[src/rtl/bus_pkg.sv]
// Shared types and constants for the two-master memory bus arbiter.
package bus_pkg;

    typedef enum logic {
        IDLE = 1'b0,
        BUSY = 1'b1
    } state_e;

    localparam logic [31:0] BUS_ERR_DATA = 32'hDEAD_BEEF;

    localparam logic M_IFETCH = 1'b0;
    localparam logic M_LSU    = 1'b1;

endpackage

[src/rtl/rr_arbiter_2.sv]
// Combinational two-way round-robin pick: on a tie the master that did not win last time goes.
module rr_arbiter_2
    import bus_pkg::*;
(
    input  logic [1:0] req,
    input  logic       last_grant,
    output logic       grant_valid,
    output logic       grant_idx
);

    always_comb begin
        grant_valid = |req;
        if (req == 2'b11) begin
            grant_idx = ~last_grant;
        end else if (req[1]) begin
            grant_idx = M_LSU;
        end else begin
            grant_idx = M_IFETCH;
        end
    end

endmodule

[src/rtl/mem_bus_arbiter.sv]
// Two-master round-robin arbiter onto a single-outstanding memory bus.
// Define BUS_TIMEOUT_EN to add a watchdog that aborts a stalled transaction.
module mem_bus_arbiter
    import bus_pkg::*;
#(
    parameter int unsigned MEM_DEPTH      = 64,
    parameter int unsigned DATA_WIDTH     = 32,
    parameter int unsigned TIMEOUT_CYCLES = 16,
    localparam int unsigned ADDR_WIDTH    = $clog2(MEM_DEPTH)
) (
    input  logic                  clk,
    input  logic                  reset,
    input  logic                  m0_req_valid,
    input  logic [ADDR_WIDTH-1:0] m0_addr,
    input  logic                  m0_we,
    input  logic [DATA_WIDTH-1:0] m0_wdata,
    output logic [DATA_WIDTH-1:0] m0_rdata,
    output logic                  m0_data_valid,
    input  logic                  m1_req_valid,
    input  logic [ADDR_WIDTH-1:0] m1_addr,
    input  logic                  m1_we,
    input  logic [DATA_WIDTH-1:0] m1_wdata,
    output logic [DATA_WIDTH-1:0] m1_rdata,
    output logic                  m1_data_valid,
    output logic                  mem_req_valid,
    output logic [ADDR_WIDTH-1:0] mem_addr,
    output logic                  mem_we,
    output logic [DATA_WIDTH-1:0] mem_wdata,
    input  logic [DATA_WIDTH-1:0] mem_rdata,
    input  logic                  mem_data_valid,
    output logic                  bus_err
);

    state_e                r_state, w_state;
    logic                  r_last_grant, w_last_grant;
    logic                  r_mem_req_valid, w_mem_req_valid;
    logic [ADDR_WIDTH-1:0] r_mem_addr, w_mem_addr;
    logic                  r_mem_we, w_mem_we;
    logic [DATA_WIDTH-1:0] r_mem_wdata, w_mem_wdata;
    logic [DATA_WIDTH-1:0] r_m0_rdata, w_m0_rdata;
    logic [DATA_WIDTH-1:0] r_m1_rdata, w_m1_rdata;
    logic                  r_m0_dv, w_m0_dv;
    logic                  r_m1_dv, w_m1_dv;

    logic                  w_grant_valid;
    logic                  w_grant_idx;
    logic                  w_rsp_valid;
    logic [DATA_WIDTH-1:0] w_rsp_data;
    logic                  w_tmo_hit;

    rr_arbiter_2 u_rr_arbiter_2 (
        .req         ({m1_req_valid, m0_req_valid}),
        .last_grant  (r_last_grant),
        .grant_valid (w_grant_valid),
        .grant_idx   (w_grant_idx)
    );

`ifdef BUS_TIMEOUT_EN
    localparam int unsigned TMO_W = $clog2(TIMEOUT_CYCLES + 1);

    logic [TMO_W-1:0] r_tmo_cnt, w_tmo_cnt;
    logic             r_bus_err;

    // A response arriving on the limit cycle takes priority over the abort.
    assign w_tmo_hit = (r_state == BUSY) && !mem_data_valid &&
                       (r_tmo_cnt == TMO_W'(TIMEOUT_CYCLES - 1));

    always_comb begin
        w_tmo_cnt = r_tmo_cnt;
        if (r_state == IDLE) begin
            w_tmo_cnt = '0;
        end else if (!w_tmo_hit) begin
            w_tmo_cnt = r_tmo_cnt + TMO_W'(1);
        end
    end

    always_ff @(posedge clk or negedge reset) begin
        if (!reset) begin
            r_tmo_cnt <= '0;
            r_bus_err <= 1'b0;
        end else begin
            r_tmo_cnt <= w_tmo_cnt;
            r_bus_err <= w_tmo_hit;
        end
    end

    assign bus_err = r_bus_err;
`else
    logic w_unused_tmo;

    assign w_tmo_hit    = 1'b0;
    assign bus_err      = 1'b0;
    assign w_unused_tmo = ^TIMEOUT_CYCLES;
`endif

    always_comb begin
        w_state         = r_state;
        w_last_grant    = r_last_grant;
        w_mem_req_valid = r_mem_req_valid;
        w_mem_addr      = r_mem_addr;
        w_mem_we        = r_mem_we;
        w_mem_wdata     = r_mem_wdata;
        w_rsp_valid     = 1'b0;
        w_rsp_data      = mem_rdata;
        unique case (r_state)
            IDLE: begin
                if (w_grant_valid) begin
                    w_state         = BUSY;
                    w_mem_req_valid = 1'b1;
                    w_last_grant    = w_grant_idx;
                    if (w_grant_idx == M_LSU) begin
                        w_mem_addr  = m1_addr;
                        w_mem_we    = m1_we;
                        w_mem_wdata = m1_wdata;
                    end else begin
                        w_mem_addr  = m0_addr;
                        w_mem_we    = m0_we;
                        w_mem_wdata = m0_wdata;
                    end
                end
            end
            BUSY: begin
                if (mem_data_valid || w_tmo_hit) begin
                    w_state         = IDLE;
                    w_mem_req_valid = 1'b0;
                    w_rsp_valid     = 1'b1;
                    if (!mem_data_valid) begin
                        w_rsp_data = DATA_WIDTH'(BUS_ERR_DATA);
                    end
                end
            end
            default: w_state = IDLE;
        endcase
    end

    // r_last_grant doubles as the owner of the in-flight transaction.
    assign w_m0_dv    = w_rsp_valid && (r_last_grant == M_IFETCH);
    assign w_m1_dv    = w_rsp_valid && (r_last_grant == M_LSU);
    assign w_m0_rdata = w_m0_dv ? w_rsp_data : r_m0_rdata;
    assign w_m1_rdata = w_m1_dv ? w_rsp_data : r_m1_rdata;

    always_ff @(posedge clk or negedge reset) begin
        if (!reset) begin
            r_state         <= IDLE;
            r_last_grant    <= M_LSU;
            r_mem_req_valid <= 1'b0;
            r_mem_addr      <= '0;
            r_mem_we        <= 1'b0;
            r_mem_wdata     <= '0;
            r_m0_rdata      <= '0;
            r_m1_rdata      <= '0;
            r_m0_dv         <= 1'b0;
            r_m1_dv         <= 1'b0;
        end else begin
            r_state         <= w_state;
            r_last_grant    <= w_last_grant;
            r_mem_req_valid <= w_mem_req_valid;
            r_mem_addr      <= w_mem_addr;
            r_mem_we        <= w_mem_we;
            r_mem_wdata     <= w_mem_wdata;
            r_m0_rdata      <= w_m0_rdata;
            r_m1_rdata      <= w_m1_rdata;
            r_m0_dv         <= w_m0_dv;
            r_m1_dv         <= w_m1_dv;
        end
    end

    assign mem_req_valid = r_mem_req_valid;
    assign mem_addr      = r_mem_addr;
    assign mem_we        = r_mem_we;
    assign mem_wdata     = r_mem_wdata;
    assign m0_rdata      = r_m0_rdata;
    assign m1_rdata      = r_m1_rdata;
    assign m0_data_valid = r_m0_dv;
    assign m1_data_valid = r_m1_dv;

endmodule

[config.mk]
export PLATFORM = sky130hd
export DESIGN_NAME = mem_bus_arbiter
export DESIGN_NICKNAME = d
export VERILOG_FILES = /design/src/rtl/bus_pkg.sv /design/src/rtl/rr_arbiter_2.sv /design/src/rtl/mem_bus_arbiter.sv
export SDC_FILE = /design/constraint.sdc
export NUM_CORES = 1
export LEC_CHECK = 0
export ABC_AREA = 1
export CAP_MARGIN = 5
export CORE_ASPECT_RATIO = 0.8
export CORE_MARGIN = 5
export CORE_UTILIZATION = 42
export CTS_CLUSTER_DIAMETER = 150
export DETAILED_ROUTE_END_ITERATION = 8
export PLACE_DENSITY_LB_ADDON = 0.25
export SYNTH_ARGS = -nofsm -noshare
export SYNTH_HDL_FRONTEND = slang
export SYNTH_SLANG_ARGS = --single-unit
[constraint.sdc]
create_clock -name clk -period 1.66 [get_ports clk]
set_input_delay 0.249 -clock clk [delete_from_list [all_inputs] [get_ports clk]]
set_output_delay 0.249 -clock clk [all_outputs]
set_load 0.02 [all_outputs]
After elaboration in Yosys (flattened, before gate mapping)
Index checks and enable logic that the tools add are counted.
Operators by class
  bitwise gates (word level): 2
  reductions and logical operators: 5
  eq/ne operators: 3
  muxes and demuxes: 13
Operator list (count)
  2-to-1 mux 32 bit: 1
  2-to-1 mux 1 bit: 9
  2-to-1 mux 6 bit: 1
  one-hot mux 1 bit (2 select lines): 2
  AND reduction 2 bit: 2
  equality test 2 bit, second input constant: 1
  logical AND 1 bit: 2
  inequality test 2 x 1 -> 1 bit, second input constant: 1
  inequality test 2 bit, second input constant: 1
  inverter 1 bit: 2
  OR reduction 2 bit: 1
Storage, ports and cells
  output and inout bits: 107
  word-level logic and storage cells: 33
  flip-flop bits (word level): 108
  input port bits: 115

Logic depth before layout (Yosys ltp)
Gate-level depths: netlist of run 1.
  depth in word-level cells: 3
  mapped depth: 7
  gate-level depth less buffers: 5

Cells and area by module
Synthesis of run 1 repeated with hierarchy kept, for this count alone.
Second synthesis, totals
  cells, all modules: 582
  area, all modules: 4549.4 sq um
Modules (own cells, without submodules)
  mem_bus_arbiter: times used 1, area an instance 4534.3 sq um, cells an instance 579, sequential area each 2703.8 sq um
  rr_arbiter_2: times used 1, area an instance 15.0 sq um, cells an instance 3, sequential area each 0.0 sq um

Worst setup path before layout of run 1
Ideal clock, no wire load.
  path type: reg2reg
  from: reg r_last_grant
  to: reg r_mem_wdata[10], in the netlist mem_wdata[10]
  path buffers: 2
  stages on the path, launching flop included: 7
  setup time: 0.065 ns
  slack: 0.484 ns
  data arrival time: 1.111 ns
  required time: 1.595 ns
  period minus slack after synthesis: 1.176 ns
  cells stage by stage: dfstp_2 nand2_1 buf_2 buf_4 nand3_1 nand3_1 nand2_1
On the way
  longest elaborated chain between the ends: 3
Ends and longest elaborated chain
  from (decl): line mem_bus_arbiter.sv:35  | logic r_last_grant, w_last_grant;
  from (signal assigned): line mem_bus_arbiter.sv:156  | r_last_grant <= w_last_grant;
  inverter 1 bit: line rr_arbiter_2.sv:14  | grant_idx = ~last_grant;
  2-to-1 mux 1 bit: line rr_arbiter_2.sv:13  | if (req == 2'b11) begin
  2-to-1 mux 32 bit: line mem_bus_arbiter.sv:111  | if (w_grant_idx == M_LSU) begin
  to (signal assigned): line mem_bus_arbiter.sv:160  | r_mem_wdata <= w_mem_wdata;
  to (decl): line mem_bus_arbiter.sv:39  | logic [DATA_WIDTH-1:0] r_mem_wdata, w_mem_wdata;
No other way between the ends.
A chain may end at the register's enable or synchronous reset.

Worst setup path after layout of run 1
  from: reg r_mem_wdata[2], in the netlist mem_wdata[2]
  to: out mem_wdata[2]
RTL lines
  to (decl): line mem_bus_arbiter.sv:28  | output logic [DATA_WIDTH-1:0] mem_wdata,
No word-level cell between the ends.

==> results of run 1 <==
-- path summary, 6_finish.rpt --
check                              start             to  slack [ps]
min                        mem_rdata[26]   m1_rdata[26]         470
min reg2reg                  mem_addr[5]    mem_addr[5]         480
min in group asynchronous          reset    mem_addr[3]         490
max reg2reg                 r_last_grant  mem_wdata[19]         290
max in group asynchronous          reset   m0_rdata[17]         670
max                         mem_wdata[2]   mem_wdata[2]          60
-- per-stage QoR --
stage | hold slack, ps | instances | total power [mW] | worst slack, ps
after floorplan | -46.6 | 596 | 6.05 | 484
after detailed placement | 369 | 940 | 8.46 | 32.5
after CTS | 456 | 957 | 10.7 | 50.5
after global placement | 357 | 940 | 8.37 | 103
final | 472 | 957 | 10.5 | 61.3
after global routing | 473 | 957 | 11.2 | 14.4
-- worst reg2reg max path, delay by kind of cell, from the launching register on --
kind                   cells  cell delay, ps
DFF                        1             570
buffers and inverters      1             230
and+or+nand+nor            5             480
-- state kept, by name, summed over array words and instances (netlist names) --
register / flops
m0_data_valid: 1
m0_rdata: 32
m1_data_valid: 1
m1_rdata: 32
mem_addr: 6
mem_req_valid: 1
mem_wdata: 32
mem_we: 1
r_last_grant: 1
r_state: 1
-- synth_stat cells --
master	instances	area (um^2)
a21oi_1	1	5.00
nand3_1	78	390
buf_4	6	45.0
buf_2	18	90.1
conb_1	1	3.75
dfstp_2	1	26.3
buf_6	6	67.6
dfrtp_1	107	2680
o21ai_2	3	26.3
nand2_1	187	702
o21ai_0	10	50.1
buf_1	1	3.75
o21ai_1	53	265
inv_1	114	428
inv_2	1	3.75
nor2_1	4	15.0
clkbuf_1	5	18.8
-- repair_timing --
action,4_1_cts,5_1_grt
hold buffers,1,0
gates resized for setup,0,0
endpoints found under the hold margin,3,0
-- final cells by class --
| cell class | count | area [um^2] | area share, % |
|---|---|---|---|
| inverter | 115 | 432 | 5.77 |
| sequential | 108 | 2700 | 36.2 |
| clock buffer | 10 | 229 | 3.06 |
| timing repair buffer | 233 | 2390 | 31.9 |
| tap | 148 | 185 | 2.48 |
| multi-input combinational | 337 | 1470 | 19.6 |
| clock inverter | 6 | 71.3 | 0.954 |
-- power by group --
group | internal [mW] | total, mW | switching, mW
clock network | 1.19 | 2.15 | 0.967
logic | 2.13 | 4.43 | 2.30
registers | 3.47 | 3.97 | 0.495
-- routing by layer --
layer / routed length [um] / share of wire, % / global-route usage [%] / up-vias
li1: - / - / - / 2219
met1: 5880 / 43 / 26.3 / 2076
met2: 6630 / 48 / 32.8 / 155
met3: 890 / 6.5 / 4.66 / 20
met4: 289 / 2.1 / 7.05 / 0
met5: 0 / 0 / 0 / -
-- cells by family after synthesis --
logic type	synth area share, %
flip-flops	56.1
AO/OA/AOI/OAI	7.19
AND/OR/NAND/NOR	23.0
other	0.0778
buffers and inverters	13.6
==> flow_metrics.tcl, run 1 <==
set metrics [dict create \
    outcome "finished clean" \
    synth_fp_nets 711 \
    timing.final.crit_share_pct 96.3 \
    critPathRequiredTime_ps 1410 \
    layout_common_cells "clkdlybuf4s50_1, nand2_1, inv_1" \
    startpoint_type "register" \
    utilization_pct 65.7 \
    place_hpwl_um 9820 \
    ios 222 \
    dieArea_um2 13700 \
    max_stage_delay_ps 650 \
    hold_path_class "in2reg" \
    cts_buffers 9 \
    ys_seq_elements 108 \
    ant_nets 0 \
    avgSynthCellArea_um2 8.08 \
    p_leak_nw 3.81 \
    rsz0062_at_grt "no" \
    drt_pass1_iterations 4 \
    totalWireLength_um 13700 \
    path_delay_family "buffers and inverters" \
    gp_congestion 0.811 \
    skew_ps 5.32 \
    nFillCells 922 \
    layout_commonest_cell "clkdlybuf4s50_1" \
    cts.sinks 108 \
    die_h_um 106 \
    whs_path_depth 3 \
    grt_max_degree 109 \
    arrival_ps 1350 \
    h-tree-depth 3 \
    ys_types 17 \
    antenna_cells 0 \
    critPathMaxFanout 2 \
    cts_tree "yes" \
    endpoint_kind "output pin" \
    overflow 0 \
    setup-violations-final 0 \
    dpl-instance-area_um2 7170 \
    crit_cells 1 \
    drt-initial-drc-count 351 \
    portBuffers 220 \
    min_period_ps 1600 \
    area_delta_synth_final_pct 55.2 \
    synthCells 596 \
    final_area_um2 7480 \
    rows 35 \
    first_global_vias 4627 \
    coreArea_um2 11400 \
    clockBufferDepth 2 \
    hold_viol 0 \
    crit_type "reg2out" \
    antenna_found_initial 0 \
    vias 4470 \
    powerDensity_nw_per_um2 1410 \
    yosysWarnings 0 \
    timing.setup.tns_ps 0 \
    wl_per_cell_um 14.3 \
    ys_seq_area_share_pct 56.1 \
    syn_area_um2 4820 \
    postCtsSetupBuffers 0 \
    slowest_stage "clkdlybuf4s50_1" \
    grt_pass1_wl_um 22400 \
    crit_chain "clkdlybuf4s50_1" \
    grtUsageTotal_pct 20.1 \
    via_per_inst 4.67 \
    finalMaxSlewViolations 0 \
    dieWidth_um 130 \
    initial_core_util_pct 42.3 \
    worst_pin_slew_ps 613 \
    slew_headroom_pct 59.1 \
    final_nets 919 \
    cap_violations 0 \
    r2r_cells 6 \
    root_buffer "clkbuf_16" \
    drc 0 \
    clock.fmax_ghz 0.626 \
    drive_above_1_share_pct 4.57 \
    worst-path-buf-inv 1 \
    ir_worst_vdd_mv 0.710 \
    clk_pin_slew_worst_paths_ps 70 \
    clk_latency_ps 330 \
]
Note: power is estimated with default switching activity, not from simulation.
==> run 2, diff against run 1 <==
--- a/config.mk
+++ b/config.mk
@@ -6,13 +6,14 @@
 export NUM_CORES = 1
 export LEC_CHECK = 0
 export ABC_AREA = 1
-export CAP_MARGIN = 5
+export CAP_MARGIN = 10
 export CORE_ASPECT_RATIO = 0.8
 export CORE_MARGIN = 5
 export CORE_UTILIZATION = 42
 export CTS_CLUSTER_DIAMETER = 150
 export DETAILED_ROUTE_END_ITERATION = 8
 export PLACE_DENSITY_LB_ADDON = 0.25
+export SKIP_CTS_REPAIR_TIMING = 1
 export SYNTH_ARGS = -nofsm -noshare
 export SYNTH_HDL_FRONTEND = slang
 export SYNTH_SLANG_ARGS = --single-unit
==> run 2 against run 1 <==
Compared with the run above: the flow now finishes with violations (hold timing); register-to-register slack barely moved; utilization fell by 0.088 points; total power barely moved; wire length fell by 0.36%; via count barely moved; non-clock buffer count fell by 1; die area did not move; critical path depth did not move; setup slack improved by 2.3 ps; clock-buffer cell count did not move; global-route usage barely moved; fmax rose by 0.14%.
==> flow_metrics.tcl, run 2 (synthesized netlist as in run 1, its figures left out) <==
set metrics [dict create \
    drive_above_1_share_pct 4.58 \
    timing.final.crit_share_pct 96.2 \
    dieWidth_um 130 \
    worst_pin_slew_ps 601 \
    cts_buffers 9 \
    die_h_um 106 \
    finalMaxSlewViolations 0 \
    hold_path_class "in2async" \
    p_leak_nw 3.80 \
    critPathRequiredTime_ps 1410 \
    setup-violations-final 0 \
    hold_viol 25 \
    clockBufferDepth 2 \
    drc 0 \
    grt_max_degree 109 \
    rows 35 \
    crit_type "reg2out" \
    cap_violations 0 \
    worst-path-buf-inv 1 \
    root_buffer "clkbuf_16" \
    slew_headroom_pct 59.9 \
    drt-initial-drc-count 324 \
    portBuffers 220 \
    drt_pass1_iterations 4 \
    startpoint_type "register" \
    skew_ps 5.69 \
    h-tree-depth 3 \
    ir_worst_vdd_mv 0.711 \
    powerDensity_nw_per_um2 1410 \
    slowest_stage "clkdlybuf4s50_1" \
    violations "hold timing" \
    ios 222 \
    utilization_pct 65.6 \
    clk_pin_slew_worst_paths_ps 70 \
    layout_commonest_cell "clkdlybuf4s50_1" \
    dieArea_um2 13700 \
    path_delay_family "buffers and inverters" \
    cts_tree "yes" \
    critPathMaxFanout 2 \
    layout_common_cells "clkdlybuf4s50_1, nand2_1, inv_1" \
    antenna_found_initial 0 \
    min_period_ps 1600 \
    coreArea_um2 11400 \
    gp_congestion 0.811 \
    outcome "finished with violations" \
    ant_nets 0 \
    clk_latency_ps 330 \
    rsz0062_at_grt "no" \
    via_per_inst 4.68 \
    area_delta_synth_final_pct 55.0 \
    final_cells 956 \
    crit_chain "clkdlybuf4s50_1" \
    timing.setup.tns_ps 0 \
    clock.fmax_ghz 0.626 \
    wl_per_cell_um 14.3 \
    grtUsageTotal_pct 20.1 \
    arrival_ps 1350 \
    place_hpwl_um 9820 \
    whs_ps -53.8 \
    overflow 0 \
    endpoint_kind "output pin" \
    totalWireLength_um 13600 \
    place_inst 940 \
    first_global_vias 4621 \
    vias 4473 \
    antenna_cells 0 \
    grt_pass1_wl_um 22400 \
    max_stage_delay_ps 640 \
    initial_core_util_pct 42.3 \
    final_nets 918 \
    cts.sinks 108 \
]
run 2: cell types whose count changed in the layout (fill, tap and decap cells not counted), sizes merged:
cell	delta
dlygate4sd3	-1
run 2: worst register-to-register path: cells and delay by family, from the launching register on:
family / cells / cell delay, ps
DFF: 1 / 570
and+or+nand+nor: 5 / 480
buffers and inverters: 1 / 220
run 2: path summary, 6_finish.rpt:
check / from / endpoint / slack, ps / cells past startpoint
max: mem_wdata[2] / mem_wdata[2] / 60 / 1
min: reset / mem_addr[3] / -50 / 2
max reg2reg: r_last_grant / mem_wdata[19] / 290 / 6
min reg2reg: mem_addr[5] / mem_addr[5] / 480 / 2
max in group asynchronous: reset / mem_wdata[23] / 1230 / 2
min in group clk: mem_rdata[26] / m1_rdata[26] / 470 / 3
run 2: cell type report:
cell class | count | area, um^2
Fill cell | 923 | 3920
Sequential cell | 108 | 2700
Timing Repair Buffer | 232 | 2380
Multi-Input combinational cell | 337 | 1470
Inverter | 115 | 432
Clock buffer | 10 | 229
Tap cell | 148 | 185
Clock inverter | 6 | 71.3
run 2: per-stage QoR:
step / instance area, um^2 / worst slack, ps / power [mW]
6_report: 7470 / 63.6 / 10.5
5_1_grt: 7470 / 14.4 / 11.2
4_1_cts: 7470 / 50.5 / 10.7
3_5_place_dp: 7170 / 32.5 / 8.46
3_3_place_gp: 7170 / 103 / 8.37
2_1_floorplan: 4820 / 484 / 6.05
run 2: power by group:
group | switching (mW) | internal, mW
Clock | 0.967 | 1.19
Combinational | 2.30 | 2.13
Sequential | 0.496 | 3.47
run 2: metal layers:
metal	GRT usage (%)	vias up	routed length [um]
li1	-	2216	-
met5	0	-	0
met3	4.66	20	860
met4	7.05	0	282
met1	26.3	2089	5860
met2	32.7	148	6640
==> run 3, diff against run 2 <==
--- a/config.mk
+++ b/config.mk
@@ -5,11 +5,10 @@
 export SDC_FILE = /design/constraint.sdc
 export NUM_CORES = 1
 export LEC_CHECK = 0
-export ABC_AREA = 1
 export CAP_MARGIN = 10
 export CORE_ASPECT_RATIO = 0.8
 export CORE_MARGIN = 5
-export CORE_UTILIZATION = 42
+export CORE_UTILIZATION = 40
 export CTS_CLUSTER_DIAMETER = 150
 export DETAILED_ROUTE_END_ITERATION = 8
 export PLACE_DENSITY_LB_ADDON = 0.25
==> run 3 against run 2 <==
Compared with the run above: the run now ends clean; clock skew is 1.4 ps higher; flip-flop and latch count stayed put; utilization is 1.0 points higher; critical path depth stayed put; via count is 21% lower; non-clock buffer count is 3 higher; fmax is 0.18% higher; synthesized cell count is 39% lower; cell count is 23% lower; total power is 11% higher; sequential power is 5.3% higher.
==> flow_metrics.tcl, run 3 <==
set metrics [dict create \
    outcome "finished clean" \
    cts_tree "yes" \
    yosysTopAreaCell "dfrtp_1" \
    place_hpwl_um 9260 \
    critPathRequiredTime_ps 1410 \
    internal_power_mw 7.65 \
    gp_congestion 0.776 \
    synth_adder_area_share_pct 0 \
    overflow 0 \
    swShare_pct 34.5 \
    ios 222 \
    worst-path-buf-inv 1 \
    initial_core_util_pct 40.4 \
    grt_max_degree 42 \
    r2r-start "r_last_grant" \
    synthTopCellsByCount "dfrtp_1, nand2_1, mux2_2" \
    ir_worst_vdd_mv 0.585 \
    max_stage_delay_ps 650 \
    yosysWarnings 0 \
    syn_area_um2 4330 \
    vias 3530 \
    synth-xor-area-share_pct 0 \
    dieWidth_um 126 \
    final_nets 702 \
    h-tree-depth 3 \
    grt_pass1_wl_um 18800 \
    skew_ps 7.11 \
    hold_path_class "in2async" \
    dieArea_um2 13000 \
    synth_area_leaders "dfrtp_1, mux2_2, nand2_1, a31oi_1, nor2_1" \
    ant_nets 0 \
    ys_seq_area_share_pct 62.5 \
    clk_latency_ps 340 \
    cap_violations 0 \
    setup-violations-final 0 \
    synth_compound_area_share_pct 6.91 \
    critPathMaxFanout 2 \
    clockBufferDepth 2 \
    totalWireLength_um 12100 \
    synth_fp_nets 480 \
    timing.setup.tns_ps 0 \
    cts_buffers 9 \
    p_sw_mw 4.03 \
    arrival_ps 1340 \
    avgSynthCellArea_um2 11.9 \
    whs_ps 350 \
    rsz0062_at_grt "no" \
    muxShareOfSynthArea_pct 16.6 \
    startpoint_type "register" \
    startpoint "m1_rdata[1]" \
    grtUsageTotal_pct 18.4 \
    min_period_ps 1590 \
    portBuffers 220 \
    drt_pass1_iterations 4 \
    drt-initial-drc-count 140 \
    area_delta_synth_final_pct 64.9 \
    root_buffer "clkbuf_16" \
    crit_chain "clkdlybuf4s50_1" \
    layout_commonest_cell "clkdlybuf4s50_1" \
    synthArstFlopShare_pct 100 \
    layout_common_cells "clkdlybuf4s50_1, dfrtp_1, nand2_1" \
    pwr-share-clk_pct 19.1 \
    clock.fmax_ghz 0.628 \
    synthSimpleGateAreaFrac_pct 10.6 \
    wl_per_cell_um 16.4 \
    dpl-instance-area_um2 6800 \
    synth_top_family_by_area "multiplexers" \
    ys_seq_elements 108 \
    antenna_cells 0 \
    synth_edf_count 0 \
    finalMaxSlewViolations 0 \
    final_area_um2 7140 \
    synth-main-ff-cell "dfrtp_1" \
    timing.final.crit_share_pct 96.0 \
    ys_types 19 \
    die_h_um 103 \
    synth_top_area_share_pct 61.8 \
    p_leak_nw 2.98 \
    hold_viol 0 \
    synthCells 365 \
    antenna_found_initial 0 \
    nFillCells 829 \
    endpoint_kind "output pin" \
    slowest_stage "clkdlybuf4s50_1" \
    powerDensity_nw_per_um2 1640 \
    clk_pin_slew_worst_paths_ps 80 \
    comb_power_share_pct 45.1 \
    drive_above_1_share_pct 17.1 \
    totalPowerFinal_mw 11.7 \
    drc 0 \
    via_per_inst 4.80 \
    synth_most_common_cell "dfrtp_1" \
    coreArea_um2 10700 \
    first_global_vias 3722 \
    cts.sinks 108 \
    path_delay_family "buffers and inverters" \
    rows 34 \
    seqPwrFrac_pct 35.8 \
    crit_type "reg2out" \
]
-- run 3: kinds of logic after synthesis --
| group | count (synthesis) |
|---|---|
| simple gates | 120 |
| buf+inv | 26 |
| compound gates | 46 |
| other cells | 1 |
| flops | 108 |
| mux | 64 |
-- run 3: worst paths after layout --
path                            endpoint  slack [ps]  depth (start not counted)
setup / recovery             m1_rdata[1]          70                          1
hold / removal              m0_rdata[25]         350                          2
setup reg to reg            m1_rdata[13]         230                          4
hold reg to reg            mem_req_valid         500                          1
max in group asynchronous   r_last_grant         750                          3
min in group clk           mem_wdata[18]         460                          3
-- run 3: power by group through the flow --
stage | Clock, mW | Combinational, mW | Sequential, mW
after floorplan | 0 | 1.24 | 5.44
after global placement | 0 | 5.25 | 4.18
after detailed placement | 0 | 5.32 | 4.25
after CTS | 2.30 | 5.33 | 4.20
after global routing | 2.40 | 5.57 | 4.32
final | 2.23 | 5.26 | 4.18
-- run 3: per-layer routing --
metal / up-vias / GRT usage (%) / wire length, um
met1: 1682 / 21.8 / 4860
li1: 1692 / - / -
met4: 0 / 3.71 / 102
met3: 8 / 8.96 / 1280
met2: 148 / 30.8 / 5820
met5: - / 0 / 0
-- run 3: stage by stage --
step           utilization, %  std cells  setup WS, ps
4_1_cts                  66.4        735          3.13
3_5_place_dp             63.4        719          -159
3_3_place_gp             63.4        719          -102
6_report                 66.6        736          66.5
2_1_floorplan               -        365           331
5_1_grt                  66.6        736          8.60
-- run 3: area by class of cell --
type                       count  area, um^2  area share [%]
timing repair buffer         235        2430            34.1
clock inverter                 7        92.6            1.30
inverter                       2        7.51           0.105
clock buffer                   9         225            3.15
tap                          144         180            2.52
multi-input combinational    231        1500            21.0
sequential                   108        2700            37.9
